`config.mk`:
```
export PLATFORM = sky130hd
export DESIGN_NAME = mesh_term_fifo_arb
export DESIGN_NICKNAME = d
export VERILOG_FILES = /design/src/rtl/mesh_term_pkg.sv /design/src/rtl/mesh_fifo_chan.sv /design/src/rtl/mesh_term_fifo_arb.sv
export SDC_FILE = /design/constraint.sdc
export NUM_CORES = 2
export LEC_CHECK = 0
export BUFFER_PORTS_ARGS = -buffer_cell sky130_fd_sc_hd__buf_4
export CORE_AREA = 3 3 618 773
export CTS_CLUSTER_SIZE = 25
export DETAILED_ROUTE_END_ITERATION = 10
export DIE_AREA = 0 0 621 776
export GPL_TIMING_DRIVEN = 0
export SYNTH_ARGS = -nofsm -noshare
export SYNTH_HDL_FRONTEND = slang
export SYNTH_SLANG_ARGS = --single-unit
```
`constraint.sdc`:
```
create_clock -name clk -period 6.2 [get_ports clk]
set_clock_uncertainty 0.1 [all_clocks]
set_input_delay 0.62 -clock clk [delete_from_list [all_inputs] [get_ports clk]]
set_output_delay 0.62 -clock clk [all_outputs]
set_load 0.01 [all_outputs]
```
`src/rtl/mesh_term_pkg.sv`:
```
// Shared definitions for the terminal-side ingress bank.
//   clog2_min1 : $clog2 that never returns 0, for widths of index signals.
//   slice_lo   : low bit of element idx in a packed bus of w-bit elements.
//   state_t    : output stage state (IDLE = empty, HOLD = out_data valid).
package mesh_term_pkg;

  function automatic int clog2_min1(input int n);
    return (n <= 1) ? 1 : $clog2(n);
  endfunction

  function automatic int slice_lo(input int idx, input int w);
    return idx * w;
  endfunction

  typedef enum logic {
    IDLE = 1'b0,
    HOLD = 1'b1
  } state_t;

endpackage

```
`src/rtl/mesh_fifo_chan.sv`:
```
// Single terminal channel FIFO with occupancy flags and drop accounting.
//   clk, reset     : clock, asynchronous active-low reset
//   push, data_in  : write strobe and packet
//   pop            : head is consumed this edge (only asserted when non-empty)
//   ovf_clr        : clears ovf and drop_cnt (a drop on the same edge wins)
//   data_out       : packet at the head (combinational read)
//   count          : occupancy 0..FIFO_DEPTH
//   full, empty, almost_full : decoded from count
//   ovf, drop_cnt  : sticky drop flag and saturating drop counter
module mesh_fifo_chan
  import mesh_term_pkg::*;
#(
  parameter int PCKG_SZ    = 40,
  parameter int FIFO_DEPTH = 4,
  parameter int AF_THRESH  = FIFO_DEPTH - 1,
  parameter int CNT_W      = 8,
  localparam int PW        = clog2_min1(FIFO_DEPTH),
  localparam int CW        = $clog2(FIFO_DEPTH + 1)
) (
  input  logic               clk,
  input  logic               reset,
  input  logic               push,
  input  logic               pop,
  input  logic [PCKG_SZ-1:0] data_in,
  input  logic               ovf_clr,
  output logic [PCKG_SZ-1:0] data_out,
  output logic [CW-1:0]      count,
  output logic               full,
  output logic               empty,
  output logic               almost_full,
  output logic               ovf,
  output logic [CNT_W-1:0]   drop_cnt
);

  logic [PCKG_SZ-1:0] mem [FIFO_DEPTH];
  logic [PW-1:0]      wr_ptr;
  logic [PW-1:0]      rd_ptr;
  logic               accept;
  logic               drop;

  assign full        = (count == CW'(FIFO_DEPTH));
  assign empty       = (count == '0);
  assign almost_full = (count >= CW'(AF_THRESH));

  // A full channel still accepts when its head leaves on the same edge:
  // the write lands in the slot the pop frees (wr_ptr == rd_ptr when full).
  assign accept = push && (!full || pop);
  assign drop   = push && !accept;

  assign data_out = mem[rd_ptr];

  // NOTE: storage is deliberately left out of reset; pointers and count
  // define what is valid, and resetting the array would cost a reset tree
  // on every storage bit for no functional gain.
  always_ff @(posedge clk) begin
    if (accept) mem[wr_ptr] <= data_in;
  end

  // NOTE: sequential state uses non-blocking assignments so every register
  // samples the pre-edge values regardless of statement order.
  always_ff @(posedge clk or negedge reset) begin
    if (!reset) begin
      wr_ptr   <= '0;
      rd_ptr   <= '0;
      count    <= '0;
      ovf      <= 1'b0;
      drop_cnt <= '0;
    end else begin
      if (accept) wr_ptr <= wr_ptr + PW'(1);
      if (pop)    rd_ptr <= rd_ptr + PW'(1);
      count <= count + CW'(accept) - CW'(pop);

      if (drop)         ovf <= 1'b1;
      else if (ovf_clr) ovf <= 1'b0;

      if (drop) begin
        if (ovf_clr)             drop_cnt <= CNT_W'(1);
        else if (~&drop_cnt)     drop_cnt <= drop_cnt + CNT_W'(1);
      end else if (ovf_clr) begin
        drop_cnt <= '0;
      end
    end
  end

endmodule

```
`src/rtl/mesh_term_fifo_arb.sv`:
```
// Terminal ingress bank: NUM_TERM packet FIFOs drained round-robin into one
// registered valid/ready output port.
//   clk, reset                : clock, asynchronous active-low reset
//   push, data_in             : per-channel write strobe / packed packets
//   pndng, almost_full, full  : per-channel occupancy flags
//   ovf, ovf_clr, drop_cnt    : per-channel sticky drop flag, clear, counter
//   out_valid, out_ready      : output handshake
//   out_data, out_src         : output packet and its source channel
module mesh_term_fifo_arb
  import mesh_term_pkg::*;
#(
  parameter int NUM_TERM   = 16,
  parameter int PCKG_SZ    = 40,
  parameter int FIFO_DEPTH = 4,
  parameter int AF_THRESH  = FIFO_DEPTH - 1,
  parameter int CNT_W      = 8,
  localparam int SRC_W     = clog2_min1(NUM_TERM),
  localparam int CW        = $clog2(FIFO_DEPTH + 1)
) (
  input  logic                        clk,
  input  logic                        reset,
  input  logic [NUM_TERM-1:0]         push,
  input  logic [NUM_TERM*PCKG_SZ-1:0] data_in,
  output logic [NUM_TERM-1:0]         pndng,
  output logic [NUM_TERM-1:0]         almost_full,
  output logic [NUM_TERM-1:0]         full,
  output logic [NUM_TERM-1:0]         ovf,
  input  logic [NUM_TERM-1:0]         ovf_clr,
  output logic [NUM_TERM*CNT_W-1:0]   drop_cnt,
  output logic                        out_valid,
  input  logic                        out_ready,
  output logic [PCKG_SZ-1:0]          out_data,
  output logic [SRC_W-1:0]            out_src
);

  logic [PCKG_SZ-1:0] chan_data [NUM_TERM];
  logic [NUM_TERM-1:0] pop;
  logic [SRC_W-1:0]    ptr;
  logic [SRC_W-1:0]    gnt_idx;
  logic                gnt_valid;
  logic                load;
  state_t              state_q, state_d;

  for (genvar i = 0; i < NUM_TERM; i++) begin : g_chan
    logic [CW-1:0] count;
    logic          empty;

    mesh_fifo_chan #(
      .PCKG_SZ    (PCKG_SZ),
      .FIFO_DEPTH (FIFO_DEPTH),
      .AF_THRESH  (AF_THRESH),
      .CNT_W      (CNT_W)
    ) u_chan (
      .clk         (clk),
      .reset       (reset),
      .push        (push[i]),
      .pop         (pop[i]),
      .data_in     (data_in[slice_lo(i, PCKG_SZ) +: PCKG_SZ]),
      .ovf_clr     (ovf_clr[i]),
      .data_out    (chan_data[i]),
      .count       (count),
      .full        (full[i]),
      .empty       (empty),
      .almost_full (almost_full[i]),
      .ovf         (ovf[i]),
      .drop_cnt    (drop_cnt[slice_lo(i, CNT_W) +: CNT_W])
    );

    assign pndng[i] = !empty;
  end

  assign out_valid = (state_q == HOLD);
  assign load      = !out_valid || out_ready;

  // Round-robin scan starting just after the last granted channel. Only
  // pre-edge pndng is used, so a push into an empty channel waits a cycle.
  // NOTE: every always_comb output gets a default first so no path through
  // the block leaves it unassigned and infers a latch.
  always_comb begin
    gnt_valid = 1'b0;
    gnt_idx   = '0;
    for (int k = 1; k <= NUM_TERM; k++) begin
      if (!gnt_valid && pndng[(int'(ptr) + k) % NUM_TERM]) begin
        gnt_valid = 1'b1;
        gnt_idx   = SRC_W'((int'(ptr) + k) % NUM_TERM);
      end
    end
  end

  always_comb begin
    pop = '0;
    if (load && gnt_valid) pop[gnt_idx] = 1'b1;
  end

  always_comb begin
    state_d = state_q;
    if (load) state_d = gnt_valid ? HOLD : IDLE;
  end

  always_ff @(posedge clk or negedge reset) begin
    if (!reset) state_q <= IDLE;
    else        state_q <= state_d;
  end

  // Output register and pointer only move when a packet is actually taken;
  // an empty scan leaves out_data/out_src/ptr as they were.
  always_ff @(posedge clk or negedge reset) begin
    if (!reset) begin
      out_data <= '0;
      out_src  <= '0;
      ptr      <= SRC_W'(NUM_TERM - 1);
    end else if (load && gnt_valid) begin
      out_data <= chan_data[gnt_idx];
      out_src  <= gnt_idx;
      ptr      <= gnt_idx;
    end
  end

endmodule

```
* After elaboration in Yosys (flattened, before gate mapping)
Memory sizes are Yosys's and may differ from the RTL's.
Index checks and enable logic that the tools add are counted.
W data, S select, Z words.
** Word-level totals
- Bits of input ports :: 675
- Flip-flop bits (word level) :: 305
- RAM bits :: 2560
- Memories :: 16
** Memory list
- g_chan[0].u_chan.mem :: words 4, width 40, read ports 1, clocked after memory_dff 0, wr ports 1, line mesh_fifo_chan.sv:35 : logic [PCKG_SZ-1:0] mem [FIFO_DEPTH];
- g_chan[10].u_chan.mem :: words 4, width 40, read ports 1, clocked after memory_dff 0, wr ports 1, line mesh_fifo_chan.sv:35
- g_chan[11].u_chan.mem :: words 4, width 40, read ports 1, clocked after memory_dff 0, wr ports 1, line mesh_fifo_chan.sv:35
- g_chan[12].u_chan.mem :: words 4, width 40, read ports 1, clocked after memory_dff 0, wr ports 1, line mesh_fifo_chan.sv:35
- g_chan[13].u_chan.mem :: words 4, width 40, read ports 1, clocked after memory_dff 0, wr ports 1, line mesh_fifo_chan.sv:35
- g_chan[14].u_chan.mem :: words 4, width 40, read ports 1, clocked after memory_dff 0, wr ports 1, line mesh_fifo_chan.sv:35
- 10 more memories
** Cells by class
- Order comparisons :: 35
- Bitwise gates (word level) :: 17
- Add/sub/neg operators :: 96
- Equality and inequality tests :: 32
- Multiplexer cells :: 215
- Reductions and logical operators :: 210
** Operators by type and width (number)
- $mux W8 :: 64
- $bmux W40 S4 :: 1
- $add A8 B1 Y8 const B :: 16
- $reduce_and A8 Y1 :: 16
- $mux W1 :: 114
- $lt A5 B6 Y1 const B :: 16
- $mux W40 :: 2
- $add A2 B1 Y2 const B :: 32
- $bmux W1 S4 :: 16
- $logic_not A1 Y1 :: 64
- $mux W4 :: 16
- $reduce_or A4 Y1 :: 16
- $logic_and A1 B1 Y1 :: 49
- $add A3 B1 Y3 :: 16
- $eq A3 B3 Y1 const B :: 16
- $ge A3 B2 Y1 const B :: 16
- $logic_not A3 Y1 :: 16
- $sub A3 B1 Y3 :: 16
- $add A4 B4 Y4 const B :: 8
- $ne A2 B2 Y1 const B :: 16
- $reduce_and A2 Y1 :: 16
- $reduce_bool A2 Y1 :: 16
- $logic_or A1 B1 Y1 :: 17
- $add A4 B3 Y4 const B :: 4
- other kinds (9) :: 26

* Logic depth before layout (Yosys ltp)
- Word-level depth :: 63
- Mapped depth :: 25

* By module
From an unflattened synthesis, not the netlist that was laid out.
** Unflattened totals
- Cells, all modules :: 6480
- Area, all modules :: 117492.7 um^2
** Modules (own cells, without submodules)
- mesh_fifo_chan (g_chan[10].u_chan ...) :: area each 6646.4 um^2, cells each 297, times used 7, sequential area each 5205.0 um^2
- mesh_fifo_chan (g_chan[0].u_chan ...) :: area each 6660.1 um^2, cells each 300, times used 5, sequential area each 5205.0 um^2
- mesh_term_fifo_arb :: area each 11064.4 um^2, cells each 1701, times used 1, sequential area each 1231.2 um^2
- mesh_fifo_chan (g_chan[9].u_chan) :: area each 6660.1 um^2, cells each 303, times used 1, sequential area each 5205.0 um^2
- mesh_fifo_chan (g_chan[7].u_chan) :: area each 6651.4 um^2, cells each 300, times used 1, sequential area each 5205.0 um^2
- mesh_fifo_chan (g_chan[8].u_chan) :: area each 6647.6 um^2, cells each 297, times used 1, sequential area each 5205.0 um^2
- mesh_fifo_chan (g_chan[15].u_chan) :: area each 6643.9 um^2, cells each 300, times used 1, sequential area each 5205.0 um^2

* Worst setup path after synthesis
No wires, ideal clock.
- Path type :: flip-flop to flip-flop
- Start point :: register ptr[0]
- End point :: memory g_chan[13].u_chan.mem[2][0] (enable)
- Arrival :: 5779 ps
- Data required time :: 5699 ps
- Buffers on the path :: 5
- Stages on the path, launching flop included :: 20
- Path slack :: -81 ps
- Period minus slack after synthesis :: 6281 ps
- Cells stage by stage :: dfstp_2 > buf_4 > inv_2 > buf_1 > ha_1 > buf_2 > inv_2 > buf_2 > mux4_2 > mux4_2 > and2_4 > nand3_1 > a21oi_1 > o311ai_2 > a22oi_1 > or4_4 > buf_6 > nor3_4 > o41a_4 > and2_1
** Between the ends
- Cells in the longest elaborated chain, start to end :: 59
** Ends and longest elaborated chain
- start, declared :: line mesh_term_fifo_arb.sv:38 : logic [SRC_W-1:0] ptr;
- start signal, assigned :: line mesh_term_fifo_arb.sv:111 : ptr <= SRC_W'(NUM_TERM - 1);
- start signal, assigned :: line mesh_term_fifo_arb.sv:115 : ptr <= gnt_idx;
- $add A4 B1 Y4 :: line mesh_term_fifo_arb.sv:83, mesh_term_fifo_arb.sv:85
- $bmux W1 S4 :: line mesh_term_fifo_arb.sv:83 : if (!gnt_valid && pndng[(int'(ptr) + k) % NUM_TERM]) begin
- $mux W1 (implied by the code) (2 in series) :: line mesh_term_fifo_arb.sv:83
- $mux W1 :: line mesh_term_fifo_arb.sv:83
- $logic_not A1 Y1 :: line mesh_term_fifo_arb.sv:83
- $logic_and A1 B1 Y1 :: line mesh_term_fifo_arb.sv:83
- $mux W1 :: line mesh_term_fifo_arb.sv:83
- $logic_not A1 Y1 :: line mesh_term_fifo_arb.sv:83
- (+44 left out)
- $demux W1 S4 :: line mesh_term_fifo_arb.sv:92 : if (load && gnt_valid) pop[gnt_idx] = 1'b1;
- $mux W16 (*) :: line mesh_term_fifo_arb.sv:92
- named net g_chan[13].u_chan.pop :: line mesh_fifo_chan.sv:23 : input logic pop,
- $logic_or A1 B1 Y1 (*) :: line mesh_fifo_chan.sv:47 : assign accept = push && (!full || pop);
- $logic_and A1 B1 Y1 (*) :: line mesh_fifo_chan.sv:47
- named net g_chan[13].u_chan.accept :: line mesh_fifo_chan.sv:38 : logic accept;
- $mux W1 (*) :: line mesh_fifo_chan.sv:56 : if (accept) mem[wr_ptr] <= data_in;
- $mux W1 (implied by the code) (*) :: line mesh_fifo_chan.sv:56
- end, declared :: line mesh_fifo_chan.sv:35
Mark *: on every way through the listed nets, which the timed path passes. The rest lies on a longest branch. The select of a mux whose other input is x is not followed.

* Worst setup path in the final report
- Start point :: register ptr[1]
- End point :: register g_chan[13].u_chan.count[1]
** Between the ends
- Cells in the longest elaborated chain, start to end :: 59
** Ends and longest elaborated chain
- $add A4 B1 Y4 :: line mesh_term_fifo_arb.sv:83, mesh_term_fifo_arb.sv:85
- $bmux W1 S4 :: line mesh_term_fifo_arb.sv:83
- $mux W1 (implied by the code) (2 in series) :: line mesh_term_fifo_arb.sv:83
- $mux W1 :: line mesh_term_fifo_arb.sv:83
- $logic_not A1 Y1 :: line mesh_term_fifo_arb.sv:83
- $logic_and A1 B1 Y1 :: line mesh_term_fifo_arb.sv:83
- $mux W1 :: line mesh_term_fifo_arb.sv:83
- $logic_not A1 Y1 :: line mesh_term_fifo_arb.sv:83
- (+44 left out)
- $demux W1 S4 :: line mesh_term_fifo_arb.sv:92
- $mux W16 (*) :: line mesh_term_fifo_arb.sv:92
- named net g_chan[13].u_chan.pop :: line mesh_fifo_chan.sv:23
- $logic_or A1 B1 Y1 (*) :: line mesh_fifo_chan.sv:47
- $logic_and A1 B1 Y1 (*) :: line mesh_fifo_chan.sv:47
- named net g_chan[13].u_chan.accept :: line mesh_fifo_chan.sv:38
- $add A3 B1 Y3 (*) :: line mesh_fifo_chan.sv:71 : count <= count + CW'(accept) - CW'(pop);
- $sub A3 B1 Y3 (*) :: line mesh_fifo_chan.sv:71
- end signal, assigned :: line mesh_fifo_chan.sv:71
- end, declared :: line mesh_fifo_chan.sv:27 : output logic [CW-1:0] count,
Marked as above.
A chain may end at the register's enable or synchronous reset.

==> results.ini <==
[finish]
multi_input_area_sq_um=33400
syn_to_final_growth_pct=31.8
final_nets=9039
seqCellArea_sq_um=84500
fillers=45000
fin_cells=14800
finalInstanceArea_sq_um=155000
fin_util_pct=32.9
drive_gt1_share_pct=32.8

[die]
dieArea_sq_um=482000
die_x_um=621
num_rows=282
start_util_pct=24.9
die_h_um=776
core_sq_um=471000
io_pins=912

[logic_synthesis]
synth-edff-count=2560
synth_nets=6949
syn_area_sq_um=118000
synth_cell_types=114
synth_most_common_cell=edfxtp_1
synth_top_cells_by_count=edfxtp_1, mux4_2, mux2i_1, dfrtp_1, clkbuf_1
synth_top_area_cell=edfxtp_1
ys_warn_count=0
synthTopCellsByArea=edfxtp_1, mux4_2, dfrtp_1
postSynthCellCount=6123
synth_top_area_share_pct=65.4
synthArstFlopShare_pct=10.6
synth-seq-area-share_pct=71.9
avgSynthCellArea_sq_um=19.2
ys_ff_latch=2865
ys.flop_type=edfxtp_1

[power_and_ir_drop]
internal_power_mw=53.2
clockPowerShare_pct=19.6
p_leak_nw=52.6
combPwrFrac_pct=51.6
irDropWorstVdd_mv=0.553
powerDensity_nw_per_um2=601
pwr-share-seq_pct=28.8
p_sw_mw=39.8
p_total_mw=93.1
p_sw_share_pct=42.8

[worst_setup_path]
max_stage_delay_ps=590
crit_slowest_cell=dfstp_2
critPathMostFrequentCell=buf_4
worstPathCellList=buf_4 > clkbuf_4 > buf_2 > buf_2 > a2111oi_1 > o41ai_2 > buf_4 > nand2_1 > nor3_2 > nand3_2 > a2111oi_4 > buf_4 > nor4_4 > buf_6 > or4_4 > buf_12 > nor3_4 > buf_4 > o41a_4 > buf_12 > ha_2 > fa_1
crit_type=flip-flop to flip-flop
critPathCaptureType=flip-flop
path_max_fanout=11
crit_arrival_ps=6670
r2r_cells=22
startpoint_type=flip-flop
worstPathRequired_ps=6840
cp-endpoint=g_chan[13].u_chan.count[1]
critPathBufInv=10
cp-startpoint=ptr[1]
rr_startpoint=ptr[1]
critical-path-top-delay-family=buffers and inverters
r2r-end=g_chan[13].u_chan.count[1]
r2r_setup_slack_ps=160
cp.depth=22

[routing]
dr.pass1.iters=7
wl_per_cell_um=29.3
num_vias=70000
drc=0
wirelength_um=435000
drtAntennaViolNets=0
drt_iter0_markers=6319
vias_per_cell=4.72

[cts]
cts_buffer_depth=4
clkSinkCount=2865
htreeDepth=5
path_clk_slew_ps=60
clkLatencyLatePin_ps=960
cts-root-buf=clkbuf_16
cts_made_buffers=301
cts_tree=built

[global_routing]
antenna_found_initial=286
grt_max_degree=119
grt_pass1_vias=72100
grt_pass1_wl_um=591000
track_usage_pct=17.5
grt-ovfl-total=0

[place]
place_inst=13300
portBuffers=903
place_congestion=0.866
hpwl_um=322000
dpl_cell_area_sq_um=134000
pre_cts_slack_ps=-3940

[worst_hold_path]
hp-class=primary input to flip-flop

[timing]
finalHoldViolCount=0
fmax_mhz=166
finalWorstSetupSlack_ps=163
setup_viol_count_final=0
fin_crit_ps=6040
final_max_slew_viol_count=0
slew-limit-headroom_pct=18.5
rsz0062_at_grt=no
finalCritPeriodShare_pct=97.4
worstMarginPinSlew_ps=1210

[outcome]
status=completed

[flow_run]
cap_viol_max_count=0

[final cells by class]
class / instances / area share (%)
antenna: 135 / 0.218
buffer: 366 / 1.34
clock buffer: 378 / 5.15
clock inverter: 167 / 1.27
inverter: 178 / 0.438
multi-input combinational: 2738 / 21.6
sequential: 2865 / 54.5
tap: 6248 / 5.04
timing repair buffer: 1763 / 10.4
[worst min path at each step]
stage	startpoint	to	slack [ps]	depth (start not counted)
4_1_cts	push[12]	g_chan[12].u_chan.drop_cnt[6]	90	5
3_3_place_gp	out_src[0]	out_src[0]	380	2
5_1_grt	push[3]	g_chan[3].u_chan.wr_ptr[0]	210	3
6_report	push[3]	g_chan[3].u_chan.wr_ptr[0]	240	3
3_5_place_dp	out_src[0]	out_src[0]	370	2
2_1_floorplan	reset	g_chan[0].u_chan.count[0]	220	0
[state kept, by name, summed over array words and instances (netlist names)]
| register | flops |
|---|---|
| g_chan.u_chan.mem | 2560 |
| ptr | 4 |
| g_chan.u_chan.drop_cnt | 128 |
| out_data | 40 |
| g_chan.u_chan.wr_ptr | 32 |
| g_chan.u_chan.count | 48 |
| out_valid | 1 |
| g_chan.u_chan.ovf | 16 |
| g_chan.u_chan.rd_ptr | 32 |
| out_src | 4 |
[layout by cell type (no fill, tap or decap), types with 39 or more instances in the layout]
| cell | instances |
|---|---|
| edfxtp_1 | 2560 |
| buf_4 | 1051 |
| dlygate4sd3_1 | 673 |
| mux4_2 | 666 |
| clkbuf_16 | 306 |
| dfrtp_1 | 301 |
| clkbuf_1 | 262 |
| nand2_1 | 203 |
| mux2i_1 | 177 |
| inv_1 | 168 |
| diode_2 | 135 |
| ha_1 | 132 |
| nor2_1 | 121 |
| a21oi_1 | 96 |
| and2_1 | 90 |
| buf_12 | 89 |
| mux2i_4 | 88 |
| a211oi_1 | 88 |
| a211o_1 | 84 |
| o21ai_0 | 77 |
| and2_4 | 59 |
| nand3_1 | 56 |
| clkinv_2 | 51 |
| mux2i_2 | 50 |
| xnor2_1 | 48 |
| a41oi_1 | 45 |
| and3_1 | 41 |
| nor3_1 | 39 |
[repair_timing]
| item | 4_1_cts | 5_1_grt |
|---|---|---|
| gates cloned | 29 | 0 |
| pin swaps | 70 | 14 |
| resized for setup | 547 | 46 |
| setup endpoints to repair | 2864 | 1675 |
| endpoints found under the hold margin | 2845 | 1 |
| setup buffers | 90 | 36 |
| hold buffers | 672 | 1 |
[per-layer routing]
metal | GRT usage, % | wire length [um] | up-vias
met1 | 20.0 | 156000 | 36400
li1 | - | - | 29300
met5 | 0 | 905 | -
met2 | 30.0 | 214000 | 3161
met4 | 9.72 | 30000 | 144
met3 | 4.36 | 33900 | 1005
[power by group through the flow]
stage,clock network (mW),logic (mW),registers (mW)
after floorplan,0,20.2,26.9
after detailed placement,0,40.3,27.2
final,18.3,48.0,26.8
after CTS,18.7,48.6,26.8
after global placement,0,39.3,27.2
after global routing,19.4,50.2,27.1
[through the flow]
stage / setup TNS, ps / hold WS, ps
detailed placement: -6857920 / 371
global route: 0 / 207
floorplan: 0 / 224
CTS: -121 / 86.6
global placement: -9763930 / 379
finish: 0 / 239
[kinds of logic (layout without fill, tap and decap cells)]
logic type | Yosys count | in the layout | synth area share (%)
buf+inv | 548 | 2852 | 2.03
flops | 2865 | 2865 | 71.9
mux | 1015 | 1015 | 15.8
simple gates | 818 | 846 | 3.78
fa+ha+maj | 151 | 151 | 1.71
compound gates | 643 | 643 | 4.16
other cells | 0 | 135 | 0
xor+xnor | 83 | 83 | 0.641
[worst register-to-register path: cells and delay by family (launching register included)]
family,cells,cell delay [ps]
adders and majority gates,2,630
buffers and inverters,10,2120
AOI/OAI and AO/OA,4,1100
and+or+nand+nor,6,1380
DFF,1,590
No activity file was read; power rests on OpenSTA's default activity.
